<file path="src/rtl/dim_sum_accumulator.sv">
// Row-sum stage feeding the mean-reduction block.
// Accumulates DIM_SIZE signed elements per row at full precision and emits
// {sum, count} over a valid/ready handshake. Rows closed early by in_last, or
// missing in_last on their final element, raise the sticky err_len flag.
module dim_sum_accumulator #(
    parameter int DATA_W   = 32,
    parameter int DIM_SIZE = 16,
    parameter int CNT_W    = $clog2(DIM_SIZE + 1),
    parameter int ACC_W    = DATA_W + $clog2(DIM_SIZE)
) (
    input  logic              clk,
    input  logic              rst,
    input  logic              in_valid,
    output logic              in_ready,
    input  logic [DATA_W-1:0] in_data,
    input  logic              in_last,
    output logic              out_valid,
    input  logic              out_ready,
    output logic [ACC_W-1:0]  out_sum,
    output logic [CNT_W-1:0]  out_count,
    output logic              err_len,
    output logic [15:0]       rows_done
);

    localparam logic [CNT_W-1:0] LAST_IDX = CNT_W'(DIM_SIZE - 1);

    logic [ACC_W-1:0] acc_reg;
    logic [CNT_W-1:0] cnt_reg;
    logic [ACC_W-1:0] out_sum_reg;
    logic [CNT_W-1:0] out_count_reg;
    logic             out_valid_reg;
    logic             err_len_reg;
    logic [15:0]      rows_done_reg;

    logic [ACC_W-1:0] in_ext;
    logic [ACC_W-1:0] acc_next;
    logic [CNT_W-1:0] cnt_next;
    logic             at_last_idx;
    logic             accept;
    logic             close;
    logic             len_bad;
    logic             out_fire;

    // Sign-extend the element to accumulator width, one bit per generate step.
    generate
        for (genvar gi = 0; gi < ACC_W; gi++) begin : g_sext
            if (gi < DATA_W) begin : g_data
                assign in_ext[gi] = in_data[gi];
            end else begin : g_sign
                assign in_ext[gi] = in_data[DATA_W-1];
            end
        end
    endgenerate

    assign at_last_idx = (cnt_reg == LAST_IDX);
    assign acc_next    = acc_reg + in_ext;
    assign cnt_next    = cnt_reg + CNT_W'(1);
    assign out_fire    = out_valid_reg && out_ready;

    // Non-closing beats never wait; a closing beat needs the result register
    // to be empty or draining on this same edge.
    assign in_ready = (!at_last_idx && !in_last) || !out_valid_reg || out_ready;
    assign accept   = in_valid && in_ready;
    assign close    = accept && (in_last || at_last_idx);
    // Length error: in_last early, or absent on the final element.
    assign len_bad  = in_last ^ at_last_idx;

    // Running row accumulator and element index; cleared when a row closes.
    always_ff @(posedge clk or posedge rst) begin
        if (rst) begin
            acc_reg <= '0;
            cnt_reg <= '0;
        end else if (close) begin
            acc_reg <= '0;
            cnt_reg <= '0;
        end else if (accept) begin
            acc_reg <= acc_next;
            cnt_reg <= cnt_next;
        end
    end

    // Result register: loads on close (even while draining), else clears on handoff.
    always_ff @(posedge clk or posedge rst) begin
        if (rst) begin
            out_sum_reg   <= '0;
            out_count_reg <= '0;
            out_valid_reg <= 1'b0;
        end else if (close) begin
            out_sum_reg   <= acc_next;
            out_count_reg <= cnt_next;
            out_valid_reg <= 1'b1;
        end else if (out_fire) begin
            out_valid_reg <= 1'b0;
        end
    end

    // Sticky row-length error, cleared only by reset.
    always_ff @(posedge clk or posedge rst) begin
        if (rst) begin
            err_len_reg <= 1'b0;
        end else if (close && len_bad) begin
            err_len_reg <= 1'b1;
        end
    end

    // Count results actually taken downstream; wraps naturally at 16 bits.
    always_ff @(posedge clk or posedge rst) begin
        if (rst) begin
            rows_done_reg <= '0;
        end else if (out_fire) begin
            rows_done_reg <= rows_done_reg + 16'd1;
        end
    end

    assign out_valid = out_valid_reg;
    assign out_sum   = out_sum_reg;
    assign out_count = out_count_reg;
    assign err_len   = err_len_reg;
    assign rows_done = rows_done_reg;

endmodule

</file>
<file path="config.mk">
export PLATFORM = sky130hd
export DESIGN_NAME = dim_sum_accumulator
export DESIGN_NICKNAME = d
export VERILOG_FILES = /design/src/rtl/dim_sum_accumulator.sv
export SDC_FILE = /design/constraint.sdc
export NUM_CORES = 1
export LEC_CHECK = 0
export CAP_MARGIN = 20
export CORE_UTILIZATION = 35
export CTS_BUF_LIST = sky130_fd_sc_hd__clkbuf_16
export CTS_CLUSTER_DIAMETER = 120
export DETAILED_ROUTE_END_ITERATION = 8
export RECOVER_POWER = 100
export SYNTH_ARGS = -nofsm -noshare
export SYNTH_HDL_FRONTEND = slang
export SYNTH_SLANG_ARGS = --single-unit
</file>
<file path="constraint.sdc">
create_clock -name clk -period 3.1 [get_ports clk]
set_clock_uncertainty 0.15 [all_clocks]
set_input_delay 0.62 -clock clk [delete_from_list [all_inputs] [get_ports clk]]
set_output_delay 0.62 -clock clk [all_outputs]
set_load 0.01 [all_outputs]
</file>
==> impl_metrics.tcl <==
set metrics [dict create \
    status "complete, but fails checks" \
    violations "max-capacitance violations, max-slew violations" \
    cts_tree "yes" \
    worstSetupEndpoint "out_sum[33]" \
    wl_mm 16.4 \
    cts_made_buffers 9 \
    place.port_buffers 96 \
    fin_nets 892 \
    reg2reg_to "out_sum[33]" \
    synth-xor-area-share 0.0741 \
    synthArstFlopShare 1.00 \
    yosysWarnings 0 \
    p_per_area_nw_per_um2 918 \
    cts_hold_buffers 0 \
    overflow 0 \
    dpl_cell_area_um2 7840 \
    synth_area_um2 5860 \
    core_area_um2 16100 \
    rows 46 \
    die_y_um 131 \
    synthFlopType "dfrtp_1" \
    cp_max_fo 6 \
    fill_cells 1442 \
    area_delta_synth_final_pct 46.6 \
    layout_worst_path_cycle_share 0.974 \
    initialDrtViolationCount 219 \
    synth_edf_count 0 \
    grt_antenna_before_repair 0 \
    met2_length_mm 7.80 \
    hold_violations 0 \
    fin_crit_ns 3.02 \
    drc 0 \
    required_ns 3.21 \
    tightest_slew_ns 1.64 \
    htreeDepth 3 \
    first_pass_iters 4 \
    grt_max_degree 47 \
    cts_sinks 100 \
    leakage_nw 4.11 \
    dp_hpwl_mm 12.1 \
    cts_buffer_depth 2 \
    rr_startpoint "acc_reg[1]" \
    cp.arrival_ns 3.13 \
    met1_length_mm 7.95 \
    ios 97 \
    drv_cap 1 \
    dieArea_um2 17300 \
    synth_mux_area_frac 0.0248 \
    crit_start "in_data[13]" \
    start_kind "input port" \
    stdcell_area_um2 8590 \
    synthAdderAreaFrac 0.0866 \
    clockRootBuffer "clkbuf_16" \
    end_kind "flip-flop" \
    synth-seq-area-share 0.427 \
    fmax_ghz 0.331 \
    synth_top_family_by_area "compound AO/OA/AOI/OAI gates" \
    hold_class "reg2reg" \
    ant_nets 0 \
    syn_avg_cell_area_um2 9.58 \
    num_vias 5242 \
    die-width_um 131 \
    path_clk_slew_ns 0.09 \
    slew_headroom -0.0953 \
    place.gp.congestion 0.896 \
    synth_compound_area_frac 0.204 \
    vdd_drop_max_uv 432 \
    highest_layer "met4" \
    ff2ff_path_depth 10 \
    wl_per_cell_um 15.8 \
    criticalPathCategory "in2reg" \
    final-setup-viol-count 0 \
    initial_core_util 0.364 \
    maxSlewViolCount 29 \
    final_cells 1036 \
    synth_cell_types 61 \
    grt_pass1_wl_mm 27.0 \
    syn-num-nets 689 \
    clk_latency_ns 0.37 \
    ys_ff_latch 100 \
    dpl.cell_count 1011 \
    layout-drive-gt1-share 0.252 \
    wl_met3_um 383 \
    synth_simple_gate_area_share 0.150 \
    syn_inst 612 \
    grtUsageTotal 0.194 \
    grt_pass1_vias 5396 \
    r2r_slack_ns 0.24 \
    via_per_inst 5.06 \
    num_antenna_cells 0 \
]
==> synthesized netlist by cell type, types with 2 or more instances <==
library cell | n | area (um2)
buf_4 | 6 | 45.0
nor3b_1 | 2 | 15.0
ha_1 | 39 | 488
nor3_1 | 6 | 30.0
nor2_1 | 18 | 67.6
nand3_1 | 20 | 100
nand2_1 | 108 | 405
mux2_2 | 12 | 135
nand4_1 | 10 | 62.6
xor2_1 | 18 | 158
a32o_1 | 2 | 20.0
inv_1 | 19 | 71.3
xnor2_1 | 29 | 254
a211o_1 | 2 | 17.5
o21ai_0 | 40 | 200
a211oi_1 | 4 | 30.0
and2_1 | 3 | 18.8
a21oi_1 | 45 | 225
a21o_1 | 16 | 120
nor2b_1 | 3 | 18.8
and3_1 | 6 | 37.5
dfrtp_1 | 100 | 2500
a22oi_1 | 2 | 15.0
o21a_1 | 5 | 37.5
a31o_2 | 2 | 17.5
a22o_1 | 22 | 193
o22ai_1 | 2 | 12.5
o41ai_1 | 2 | 17.5
o21bai_1 | 7 | 52.6
nand2b_1 | 2 | 12.5
a31oi_1 | 3 | 18.8
o211ai_1 | 6 | 45.0
o31ai_1 | 4 | 30.0
buf_6 | 2 | 22.5
and4_1 | 2 | 17.5
or3_1 | 4 | 25.0
clkbuf_1 | 15 | 56.3
==> logic make-up (layout without fill, tap and decap cells) <==
logic type,Yosys count,count (layout)
AND/OR/NAND/NOR,192,192
AO/OA/AOI/OAI,176,176
flip-flops,100,100
XOR/XNOR,48,48
buffers and inverters,43,251
adder cells (fa/ha/maj),40,40
multiplexers,13,13
==> worst max-delay path: stages <==
cell             delay [ns]
clkdlybuf4s50_1        0.45
ha_4                   0.32
nand4_1                0.14
or3_4                  0.40
a2111oi_4              0.27
o221ai_4               0.19
o41ai_2                0.33
xor2_1                 0.13
mux2_2                 0.28
==> power breakdown <==
part / switching, W / leakage, nW / internal (W) / total [W]
sequential: 0.000355 / 1.27 / 0.00179 / 0.00215
clock: 0.000601 / 0.150 / 0.000580 / 0.00118
combinational: 0.00217 / 2.69 / 0.00239 / 0.00456
total: 0.00312 / 4.11 / 0.00477 / 0.00789
==> per-stage QoR <==
step	worst slack [ns]	TNS [ns]	power, W	util	hold slack [ns]
after floorplan	0.114	0	0.00445	-	0.293
after global placement	-0.477	-12.49	0.00628	0.487	0.293
after detailed placement	-0.552	-15.33	0.00635	0.487	0.298
after CTS	0.00544	0	0.00773	0.516	0.322
after global routing	-0.0217	-0.0505	0.00847	0.533	0.339
final	0.0816	0	0.00789	0.533	0.321
==> worst min-delay path by stage <==
stage / from / endpoint / slack, ns / cells past startpoint
after global routing: err_len / err_len / 0.34 / 1
after global placement: err_len / err_len / 0.29 / 1
after floorplan: acc_reg[0] / acc_reg[0] / 0.29 / 2
after CTS: err_len / err_len / 0.32 / 1
after detailed placement: err_len / err_len / 0.30 / 1
final: err_len / err_len / 0.32 / 1
==> metal layers <==
layer	up-vias	track usage
met5	-	0
met4	0	0.0743
met3	16	0.0231
met2	90	0.322
met1	2535	0.257
li1	2601	-
==> cells in the final DEF, fill, tap and decap left out, types with 10 or more instances in the layout <==
cell type / instances
a21oi_1: 38
buf_4: 109
o21ai_0: 37
a21o_1: 16
nand2_1: 106
xnor2_1: 27
mux2_2: 12
ha_4: 16
clkdlybuf4s50_1: 19
ha_1: 21
xor2_1: 18
inv_1: 18
nor2_1: 17
nand3_1: 20
nand4_1: 10
dlymetal6s2s_1: 13
a22o_1: 22
dlygate4sd3_1: 61
dfrtp_1: 100
==> final cells by class <==
type	count	area [um2]	area share
Timing Repair Buffer	216	1880	0.218
Multi-Input combinational cell	469	3570	0.415
Sequential cell	100	2500	0.291
Inverter	19	72.6	0.00844
Tap cell	216	270	0.0314
Clock buffer	9	225	0.0262
Clock inverter	7	81.3	0.00946
==> timing repair <==
| action | in CTS | in global routing |
|---|---|---|
| buffers inserted | 1 | 8 |
| pin swaps | 9 | 32 |
| setup endpoints to repair | 20 | 23 |
| resized for setup | 26 | 51 |
(Power assumes the default switching activity.)
